<file path="src/rtl/rectangle128_keysched_ctrl_if.sv">
// Host key-load / subkey-memory write bundle for the RECTANGLE-128 key schedule sequencer.
// The master side drives start and MasterKey. The slave side is the sequencer.
interface rectangle128_keysched_ctrl_if;
    logic         start;
    logic [127:0] MasterKey;
    logic         busy;
    logic         done;
    logic         mem_flush;
    logic         WE;
    logic [4:0]   WAddr;
    logic [63:0]  KeyIn;

    modport master (
        output start, MasterKey,
        input  busy, done, mem_flush, WE, WAddr, KeyIn
    );

    modport slave (
        input  start, MasterKey,
        output busy, done, mem_flush, WE, WAddr, KeyIn
    );
endinterface

</file>
<file path="src/rtl/rectangle128_keysched_ctrl.sv">
// RECTANGLE-128 key schedule sequencer.
// It clears the subkey memory, then writes K0..K25 to it, one subkey per cycle.
module rectangle128_keysched_ctrl #(
    parameter int unsigned NUM_SKEYS = 26,
    parameter logic [4:0]  RC_INIT   = 5'h01
) (
    input logic                         Clk,
    input logic                         flush,
    rectangle128_keysched_ctrl_if.slave ks
);
    typedef enum logic [1:0] {IDLE, CLR, GEN, DONE} state_t;

    localparam logic [4:0] LAST_IDX = 5'(NUM_SKEYS - 1);

    state_t       state, state_nxt;
    logic [127:0] rows, rows_nxt, rows_rnd;
    logic [4:0]   rc, rc_nxt;
    logic [4:0]   idx, idx_nxt;
    logic         busy_q, busy_nxt;
    logic         done_q, done_nxt;
    logic         mflush_q, mflush_nxt;
    logic         we_q, we_nxt;
    logic [4:0]   waddr_q, waddr_nxt;
    logic [63:0]  keyin_q, keyin_nxt;

    function automatic logic [3:0] sbox(input logic [3:0] x);
        case (x)
            4'h0: sbox = 4'h6;  4'h1: sbox = 4'h5;  4'h2: sbox = 4'hC;  4'h3: sbox = 4'hA;
            4'h4: sbox = 4'h1;  4'h5: sbox = 4'hE;  4'h6: sbox = 4'h7;  4'h7: sbox = 4'h9;
            4'h8: sbox = 4'hB;  4'h9: sbox = 4'h0;  4'hA: sbox = 4'h3;  4'hB: sbox = 4'hD;
            4'hC: sbox = 4'h8;  4'hD: sbox = 4'hF;  4'hE: sbox = 4'h4;  default: sbox = 4'h2;
        endcase
    endfunction

    function automatic logic [63:0] subkey(input logic [127:0] k);
        return {k[111:96], k[79:64], k[47:32], k[15:0]};
    endfunction

    // S-box on the low 8 columns, then one Feistel step with the round constant in row0.
    function automatic logic [127:0] key_round(input logic [127:0] k, input logic [4:0] c);
        logic [31:0] r0, r1, r2, r3, n0;
        logic [3:0]  s;
        r0 = k[31:0];
        r1 = k[63:32];
        r2 = k[95:64];
        r3 = k[127:96];
        for (int j = 0; j < 8; j++) begin
            s     = sbox({r3[j], r2[j], r1[j], r0[j]});
            r0[j] = s[0];
            r1[j] = s[1];
            r2[j] = s[2];
            r3[j] = s[3];
        end
        n0      = {r0[23:0], r0[31:24]} ^ r1;
        n0[4:0] = n0[4:0] ^ c;
        return {{r3[15:0], r3[31:16]} ^ r0, r3, r2, n0};
    endfunction

    assign rows_rnd = key_round(rows, rc);

    always_comb begin
        state_nxt  = state;
        rows_nxt   = rows;
        rc_nxt     = rc;
        idx_nxt    = idx;
        busy_nxt   = 1'b0;
        done_nxt   = 1'b0;
        mflush_nxt = 1'b1;
        we_nxt     = 1'b0;
        waddr_nxt  = waddr_q;
        keyin_nxt  = keyin_q;
        case (state)
            IDLE: begin
                if (ks.start) begin
                    state_nxt  = CLR;
                    rows_nxt   = ks.MasterKey;
                    rc_nxt     = RC_INIT;
                    idx_nxt    = 5'd0;
                    busy_nxt   = 1'b1;
                    mflush_nxt = 1'b0;
                end
            end
            CLR: begin
                state_nxt = GEN;
                busy_nxt  = 1'b1;
                we_nxt    = 1'b1;
                waddr_nxt = idx;
                keyin_nxt = subkey(rows);
            end
            GEN: begin
                if (idx == LAST_IDX) begin
                    state_nxt = DONE;
                    done_nxt  = 1'b1;
                end else begin
                    rows_nxt  = rows_rnd;
                    rc_nxt    = {rc[3:0], rc[4] ^ rc[2]};
                    idx_nxt   = idx + 5'd1;
                    busy_nxt  = 1'b1;
                    we_nxt    = 1'b1;
                    waddr_nxt = idx + 5'd1;
                    keyin_nxt = subkey(rows_rnd);
                end
            end
            DONE: state_nxt = IDLE;
            default: state_nxt = IDLE;
        endcase
    end

    // Outputs are registered copies of the next-state decode, so they line up with the state.
    always_ff @(posedge Clk or negedge flush) begin
        if (!flush) begin
            state    <= IDLE;
            rows     <= '0;
            rc       <= RC_INIT;
            idx      <= '0;
            busy_q   <= 1'b0;
            done_q   <= 1'b0;
            mflush_q <= 1'b1;
            we_q     <= 1'b0;
            waddr_q  <= '0;
            keyin_q  <= '0;
        end else begin
            state    <= state_nxt;
            rows     <= rows_nxt;
            rc       <= rc_nxt;
            idx      <= idx_nxt;
            busy_q   <= busy_nxt;
            done_q   <= done_nxt;
            mflush_q <= mflush_nxt;
            we_q     <= we_nxt;
            waddr_q  <= waddr_nxt;
            keyin_q  <= keyin_nxt;
        end
    end

    assign ks.busy      = busy_q;
    assign ks.done      = done_q;
    assign ks.mem_flush = mflush_q;
    assign ks.WE        = we_q;
    assign ks.WAddr     = waddr_q;
    assign ks.KeyIn     = keyin_q;
endmodule
</file>
<file path="src/flat_wrapper.sv">
// flat-port wrapper written by rule: the top's interface ports become plain ports
module rectangle128_keysched_ctrl_flat 
#(
    parameter int unsigned NUM_SKEYS = 26,
    parameter logic [4:0]  RC_INIT   = 5'h01
)
  (Clk, flush, ks_start, ks_MasterKey, ks_busy, ks_done, ks_mem_flush, ks_WE, ks_WAddr, ks_KeyIn);
  rectangle128_keysched_ctrl_if ks_i ();
  input logic Clk;
  input logic flush;
  input wire logic [$bits(ks_i.start)-1:0] ks_start;
  input wire logic [$bits(ks_i.MasterKey)-1:0] ks_MasterKey;
  output wire logic [$bits(ks_i.busy)-1:0] ks_busy;
  output wire logic [$bits(ks_i.done)-1:0] ks_done;
  output wire logic [$bits(ks_i.mem_flush)-1:0] ks_mem_flush;
  output wire logic [$bits(ks_i.WE)-1:0] ks_WE;
  output wire logic [$bits(ks_i.WAddr)-1:0] ks_WAddr;
  output wire logic [$bits(ks_i.KeyIn)-1:0] ks_KeyIn;
  assign ks_i.start = ks_start;
  assign ks_i.MasterKey = ks_MasterKey;
  assign ks_busy = ks_i.busy;
  assign ks_done = ks_i.done;
  assign ks_mem_flush = ks_i.mem_flush;
  assign ks_WE = ks_i.WE;
  assign ks_WAddr = ks_i.WAddr;
  assign ks_KeyIn = ks_i.KeyIn;
  rectangle128_keysched_ctrl #(.NUM_SKEYS(NUM_SKEYS), .RC_INIT(RC_INIT)) u_core (.Clk(Clk), .flush(flush), .ks(ks_i));
endmodule
</file>
<file path="config.mk">
export PLATFORM = sky130hd
export DESIGN_NAME = rectangle128_keysched_ctrl_flat
export DESIGN_NICKNAME = d
export VERILOG_FILES = /design/src/rtl/rectangle128_keysched_ctrl_if.sv /design/src/rtl/rectangle128_keysched_ctrl.sv /design/src/flat_wrapper.sv
export SDC_FILE = /design/constraint.sdc
export NUM_CORES = 1
export LEC_CHECK = 0
export BUFFER_PORTS_ARGS = -buffer_cell sky130_fd_sc_hd__buf_2
export CAP_MARGIN = 30
export CORE_MARGIN = 4
export CORE_UTILIZATION = 30
export CTS_CLUSTER_SIZE = 12
export DETAILED_ROUTE_END_ITERATION = 8
export HOLD_SLACK_MARGIN = 0.06
export PLACE_DENSITY = 0.52
export SLEW_MARGIN = 20
export SYNTH_ARGS = -nofsm -noshare
export SYNTH_HDL_FRONTEND = slang
export SYNTH_SLANG_ARGS = --single-unit
</file>
<file path="constraint.sdc">
create_clock -name Clk -period 1.9 [get_ports Clk]
set_input_delay 0 -clock Clk [delete_from_list [all_inputs] [get_ports Clk]]
set_output_delay 0 -clock Clk [all_outputs]
set_load 0.01 [all_outputs]
</file>
=== After elaboration in Yosys (flattened, before gate mapping) ===
Memories as Yosys holds them, arrays and structs flattened.
Cells that the tools add are included.

* Flip-flop bits (word level): 213
* Bits in read-only memories: 512
* Bits of input ports: 131
* Output and inout bits: 73
* Logic and storage cells: 59
* Memories kept: 8

* Add/subtract/negate cells: 1
* Equal/unequal tests: 7
* Muxes and demuxes: 23
* Bitwise gates (word level): 4
* Reduce and logical (&&, ||, !) cells: 6

{| class="wikitable"
|+ Memory list
! memory !! words !! width !! read ports !! clocked after Yosys merged registers in !! wr ports !! line !! RTL
|-
| (no name shown) || 16 || 4 || 1 || 0 || 0 || rectangle128_keysched_ctrl.sv:27 || <nowiki>case (x)</nowiki>
|-
| (no name shown) || 16 || 4 || 1 || 0 || 0 || rectangle128_keysched_ctrl.sv:27 ||
|-
| (no name shown) || 16 || 4 || 1 || 0 || 0 || rectangle128_keysched_ctrl.sv:27 ||
|-
| (no name shown) || 16 || 4 || 1 || 0 || 0 || rectangle128_keysched_ctrl.sv:27 ||
|-
| (no name shown) || 16 || 4 || 1 || 0 || 0 || rectangle128_keysched_ctrl.sv:27 ||
|-
| (no name shown) || 16 || 4 || 1 || 0 || 0 || rectangle128_keysched_ctrl.sv:27 ||
|-
| 2 more memories || - || - || - || - || - || - ||
|}

{| class="wikitable"
|+ Operators by type and width
! cell !! count
|-
| $mux 128 || 2
|-
| $pmux 128 s2 || 1
|-
| $pmux 64 s2 || 1
|-
| $mux 64 || 1
|-
| $xor 32x32->32 || 2
|-
| $pmux 5 s2 || 3
|-
| $mux 5 || 4
|-
| $pmux 2 s4 || 1
|-
| $mux 1 || 6
|-
| $add 5x1->5 const B || 1
|-
| $eq 5x5->1 const B || 1
|-
| $xor 5x5->5 || 1
|-
| $eq 2x2->1 const B || 2
|-
| $mux 2 || 2
|-
| $ne 2x2->1 const B || 2
|-
| $reduce_and 2->1 || 2
|-
| $reduce_bool 2->1 || 2
|-
| $pmux 1 s3 || 1
|-
| $reduce_and 3->1 || 1
|-
| $eq 2x1->1 const B || 1
|-
| $logic_not 2->1 || 1
|-
| $ne 2x1->1 const B || 1
|-
| $pmux 1 s2 || 1
|-
| $xor 1x1->1 || 1
|}

=== Depth between registers and ports, before layout ===
An unclocked memory read counts as a cell.

* Depth in word-level cells: 5
* Mapped depth: 10
* Mapped depth without buffers: 7

=== Least setup slack after synthesis ===
OpenSTA, ideal clock, no wires.

* Path type: reg2reg
* Start: register u_core.rows[39]
* End: register u_core.rows[119]
* Setup time: 0.124 ns
* Arrival: 1.722 ns
* Required time: 1.776 ns
* Path slack: 0.055 ns
* Stages on the path, launching flop included: 8
* Period minus slack after synthesis: 1.845 ns
* Cell sequence: dfrtp_1 > inv_1 > ha_1 > or2_2 > a32o_1 > a21oi_2 > xnor2_1 > o21ai_1

* Word-level cells in the longest chain between the ends: 4

{| class="wikitable"
|+ Ends and longest elaborated chain
! element !! line !! RTL
|-
| from (decl) || rectangle128_keysched_ctrl.sv:16 || <nowiki>logic [127:0] rows, rows_nxt, rows_rnd;</nowiki>
|-
| from (signal assigned) || rectangle128_keysched_ctrl.sv:124 || <nowiki>rows <= rows_nxt;</nowiki>
|-
| $mem_v2 16x4 || - ||
|-
| $xor 32x32->32 || rectangle128_keysched_ctrl.sv:56 || <nowiki>return {{r3[15:0], r3[31:16]} ^ r0, r3, r2, n0};</nowiki>
|-
| $mux 128 || rectangle128_keysched_ctrl.sv:91 || <nowiki>if (idx == LAST_IDX) begin</nowiki>
|-
| $pmux 128 s2 || rectangle128_keysched_ctrl.sv:72 || <nowiki>case (state)</nowiki>
|}

No other way between the ends. The select of a mux whose other input is x is not followed.
A chain may end at the register's enable or synchronous reset.

=== Worst setup path in the final report ===
* Start: register u_core.state[1]
* End: register u_core.rows[127]

* Word-level cells in the longest chain between the ends: 3
* Elaborated cells between the ends (all ways): 7

{| class="wikitable"
|+ Ends and longest elaborated chain
! element !! line !! RTL
|-
| from (decl) || rectangle128_keysched_ctrl.sv:15 || <nowiki>state_t state, state_nxt;</nowiki>
|-
| from (signal assigned) || rectangle128_keysched_ctrl.sv:123 || <nowiki>state <= state_nxt;</nowiki>
|-
| $eq 2x2->1 or $logic_not 2->1 (tied branches) || rectangle128_keysched_ctrl.sv:72 ||
|-
| $ne 2x2->1 (no source line) or $reduce_bool 2->1 (tied branches) || - ||
|-
| $reduce_and 3->1 (no source line) || - ||
|}

Several ways; a longest one is shown, not always the timed one.

==> impl_results.md <==
- CTS buffer count: 27
- Count of final setup violators: 0
- Post-synthesis sequential area ratio: 45.6%
- DRC violations left: 0
- Fillers: 3830
- Vias in the first global route: 10.3k
- Clk pin slew, worst setup/hold paths: 0.06 ns
- Compound-cell area share of the yosys netlist: 17.8%
- Worst reg2reg path startpoint: u_core.state[1]$_DFFE_PN0P_
- Status: finished, final reports clean
- Max transition margin: 63.5%
- First DRT Iteration DRCs: 473
- Worst R2R Setup Slack: 0.05 ns
- Slew Viols, Final: 0
- Post-synthesis xor/xnor area fraction: 5.39%
- Hold WS: 0.205 ns
- I/O Buffers: 203
- Post-synth EDFFs: 0
- Top_reg_cell synth: dfrtp_1
- Synthesized area: 0.0117 sq mm
- Placer Congestion: 0.826
- Total number of vias: 10.4k
- Yosys reg bits: 213
- Global route overflow: 0
- Hold EP: u_core.ks.mem_flush$_DFF_PN1_
- Largest family of logic cells by synthesized area: compound AO/OA/AOI/OAI gates
- Root buf cell: clkbuf_16
- Crit-path max FO: 27
- Power density over the cells: 1940 mW/mm^2
- CTS H-tree depth: 1
- Die Y: 205 microns
- Max-cap viol count: 0
- CTS max path bufs: 3
- Worst hold stages: 3
- CTS tree: yes
- Final worst setup slack: 0.0456 ns
- Layout Cells excl Fill: 2184
- Mux contribution to synthesized area: 8.41%
- Routed WL per cell: 18.5 microns
- FMAX: 0.539 GHz
- Largest net degree at the start of global routing: 66
- Startpoint types: flip-flop
- Final Hold Fails: 0
- Ports: 204
- Reg2Reg Depth: 8
- Antenna cells: 0
- DP Wirelength: 29100 microns
- Synth Area in Simple Gates: 12.0%
- Total track usage: 18.6%
- DR pass1 iterations: 4
- Worst reg2reg endpoint: u_core.rows[127]$_DFFE_PN0P_
- Worst hold start: ks_start
- Die X: 205 microns
- Clock Skews: 0.0135 ns
- Synth-to-Final Area Change: 39.5%
- Pre-CTS setup slack: -0.00449 ns
- Yosys warning total: 0
- Period minus WS final: 1.85 ns
- Arr. time, crit path: 2.27 ns
- CP endpoint kind: flip-flop
- Hold WC Path Type: in -> reg
- Leak: 7.44 nW
- Core footprint: 0.0386 sq mm
- Worst Setup Path Type: reg -> reg
- Data required, critical path: 2.32 ns
- Post-route ant nets: 0
- Starting density of the core: 30.3%
- Syn_area_per_cell: 9.23 sq um
- Antenna violations before repair: 0
- Global-route wire length before repair: 61000 microns
- Dpl cells: 1996
- Peak supply drop: 1090 uV
- Mapped Nets: 1451
- Row cnt: 72
- Period utilization: 97.6%
- RSZ-0062 raised after global routing: true
- Layout cells sized above 1: 22.4%
- Vias/cell: 4.75
- # clock sinks: 213
- Die area: 0.0422 sq mm
- FFs w/ async S/R, synth: 100%
- Worst-Margin Slew: 0.542 ns
- Net count, final: 1832
- Post-Syn Instances: 1268
- Adder-cell share of the synthesized area: 5.56%
- Clk Latency, worst-skew pair: 0.54 ns
- Post-synth cell types: 47
- Post-route setup TNS: 0 ns
- Routed wire length: 40500 microns
==> what timing repair did <==
action | CTS | global route
pin swaps | 0 | 4
resized for setup | 2 | 16
setup endpoints to repair | 17 | 70
endpoints found under the hold margin | 344 | 0
buffers inserted | 0 | 4
hold buffers | 132 | 0
cloned | 0 | 6
==> power breakdown <==
part           total, mW  internal (mW)  switching [mW]  leakage (nW)
combinational       17.4           7.98            9.43          4.39
clock               5.15           3.10            2.05         0.425
sequential          9.12           6.76            2.36          2.62
total               31.7           17.8            13.8          7.44
==> Yosys cell counts (3+ instances only) <==
cell type | n | area (sq um)
and3_1 | 21 | 131
xnor2_1 | 66 | 578
inv_1 | 28 | 105
o22ai_1 | 18 | 113
a21oi_1 | 100 | 500
mux2i_1 | 96 | 961
nor3_1 | 6 | 30.0
dfrtp_1 | 211 | 5280
nand2b_1 | 4 | 25.0
buf_6 | 7 | 78.8
nor2_1 | 69 | 259
and2_0 | 3 | 18.8
ha_1 | 52 | 651
a31oi_1 | 16 | 100
o32ai_1 | 5 | 43.8
a211o_1 | 3 | 26.3
nand3b_1 | 3 | 22.5
nand2_1 | 198 | 743
clkbuf_1 | 27 | 101
buf_2 | 40 | 200
xor2_1 | 6 | 52.6
nor2b_1 | 16 | 100
o21ai_1 | 28 | 140
a22oi_1 | 6 | 45.0
o21ai_0 | 179 | 896
and2_1 | 3 | 18.8
o211ai_1 | 8 | 60.1
o21a_1 | 5 | 37.5
clkbuf_2 | 5 | 25.0
a211oi_1 | 4 | 30.0
buf_4 | 13 | 97.6
==> layout make-up <==
| cell class | count | area (sq um) | share of cell area (%) |
|---|---|---|---|
| sequential | 213 | 5330 | 32.7 |
| tap | 518 | 648 | 3.97 |
| inverter | 28 | 106 | 0.652 |
| clock buffer | 40 | 785 | 4.81 |
| timing repair buffer | 446 | 3540 | 21.7 |
| clock inverter | 6 | 86.3 | 0.529 |
| multi-input combinational | 933 | 5820 | 35.7 |
==> metal layers <==
metal / share of wire [%] / GRT usage (%) / vias up
met3: 4.2 / 2.76 / 46
met1: 47 / 26.7 / 5001
met4: 2.0 / 4.11 / 0
li1: - / - / 5118
met5: 0 / 0 / -
met2: 46 / 29.8 / 207
==> worst max-delay path, stage by stage, from the launching register on <==
cell and delay, ns:
dfrtp_1 0.42, inv_1 0.09, ha_2 0.18, mux2_4 0.34, o21ai_4 0.09, buf_6 0.17, buf_12 0.16, buf_12 0.16
o21ai_0 0.10
==> registers in the layout, summed over array words and instances, names as in the netlist <==
register	cells
u_core.idx	5
u_core.ks.KeyIn	64
u_core.ks.WAddr	5
u_core.ks.WE	1
u_core.ks.busy	1
u_core.ks.done	1
u_core.ks.mem_flush	1
u_core.rc	5
u_core.rows	128
u_core.state	2
==> metrics by stage <==
step,cell area [sq um],utilization [%],total power [mW]
after detailed placement,13900,36.0,25.7
after floorplan,11700,-,19.3
after global placement,13900,36.0,25.4
final,16300,42.3,31.7
after CTS,16100,41.7,31.2
after global routing,16300,42.3,34.3
==> layout by cell type (no fill, tap or decap), drive strengths merged, types with 8 or more instances in the layout <==
cell type    count
dlygate4sd3    131
xnor2           66
o211ai           8
nand2          198
a21oi          101
a31oi           16
inv             28
ha              52
dfrtp          211
clkbuf          46
o21ai          208
and3            21
mux2i           96
nor2b           16
o22ai           18
nor2            70
buf            309
==> worst max-delay path by stage <==
stage                                       to                        start  cells after the start
2_1_floorplan     u_core.rows[119]$_DFFE_PN0P_  u_core.rows[39]$_DFFE_PN0P_                      7
3_3_place_gp      u_core.rows[116]$_DFFE_PN0P_  u_core.state[0]$_DFFE_PN0P_                      7
3_5_place_dp      u_core.rows[118]$_DFFE_PN0P_  u_core.state[0]$_DFFE_PN0P_                      7
4_1_cts        u_core.ks.KeyIn[37]$_DFFE_PN0P_  u_core.rows[37]$_DFFE_PN0P_                      8
5_1_grt           u_core.rows[122]$_DFFE_PN0P_  u_core.state[0]$_DFFE_PN0P_                      9
6_report          u_core.rows[127]$_DFFE_PN0P_  u_core.state[1]$_DFFE_PN0P_                      8
==> cell families after synthesis <==
| kind of cell | count (synthesis) |
|---|---|
| AND/OR/NAND/NOR | 328 |
| AO/OA/AOI/OAI | 383 |
| buffers and inverters | 122 |
| flip-flops | 213 |
| adder cells (fa/ha/maj) | 52 |
| multiplexers | 98 |
| XOR/XNOR | 72 |
Power figures use the tool's default switching activity.
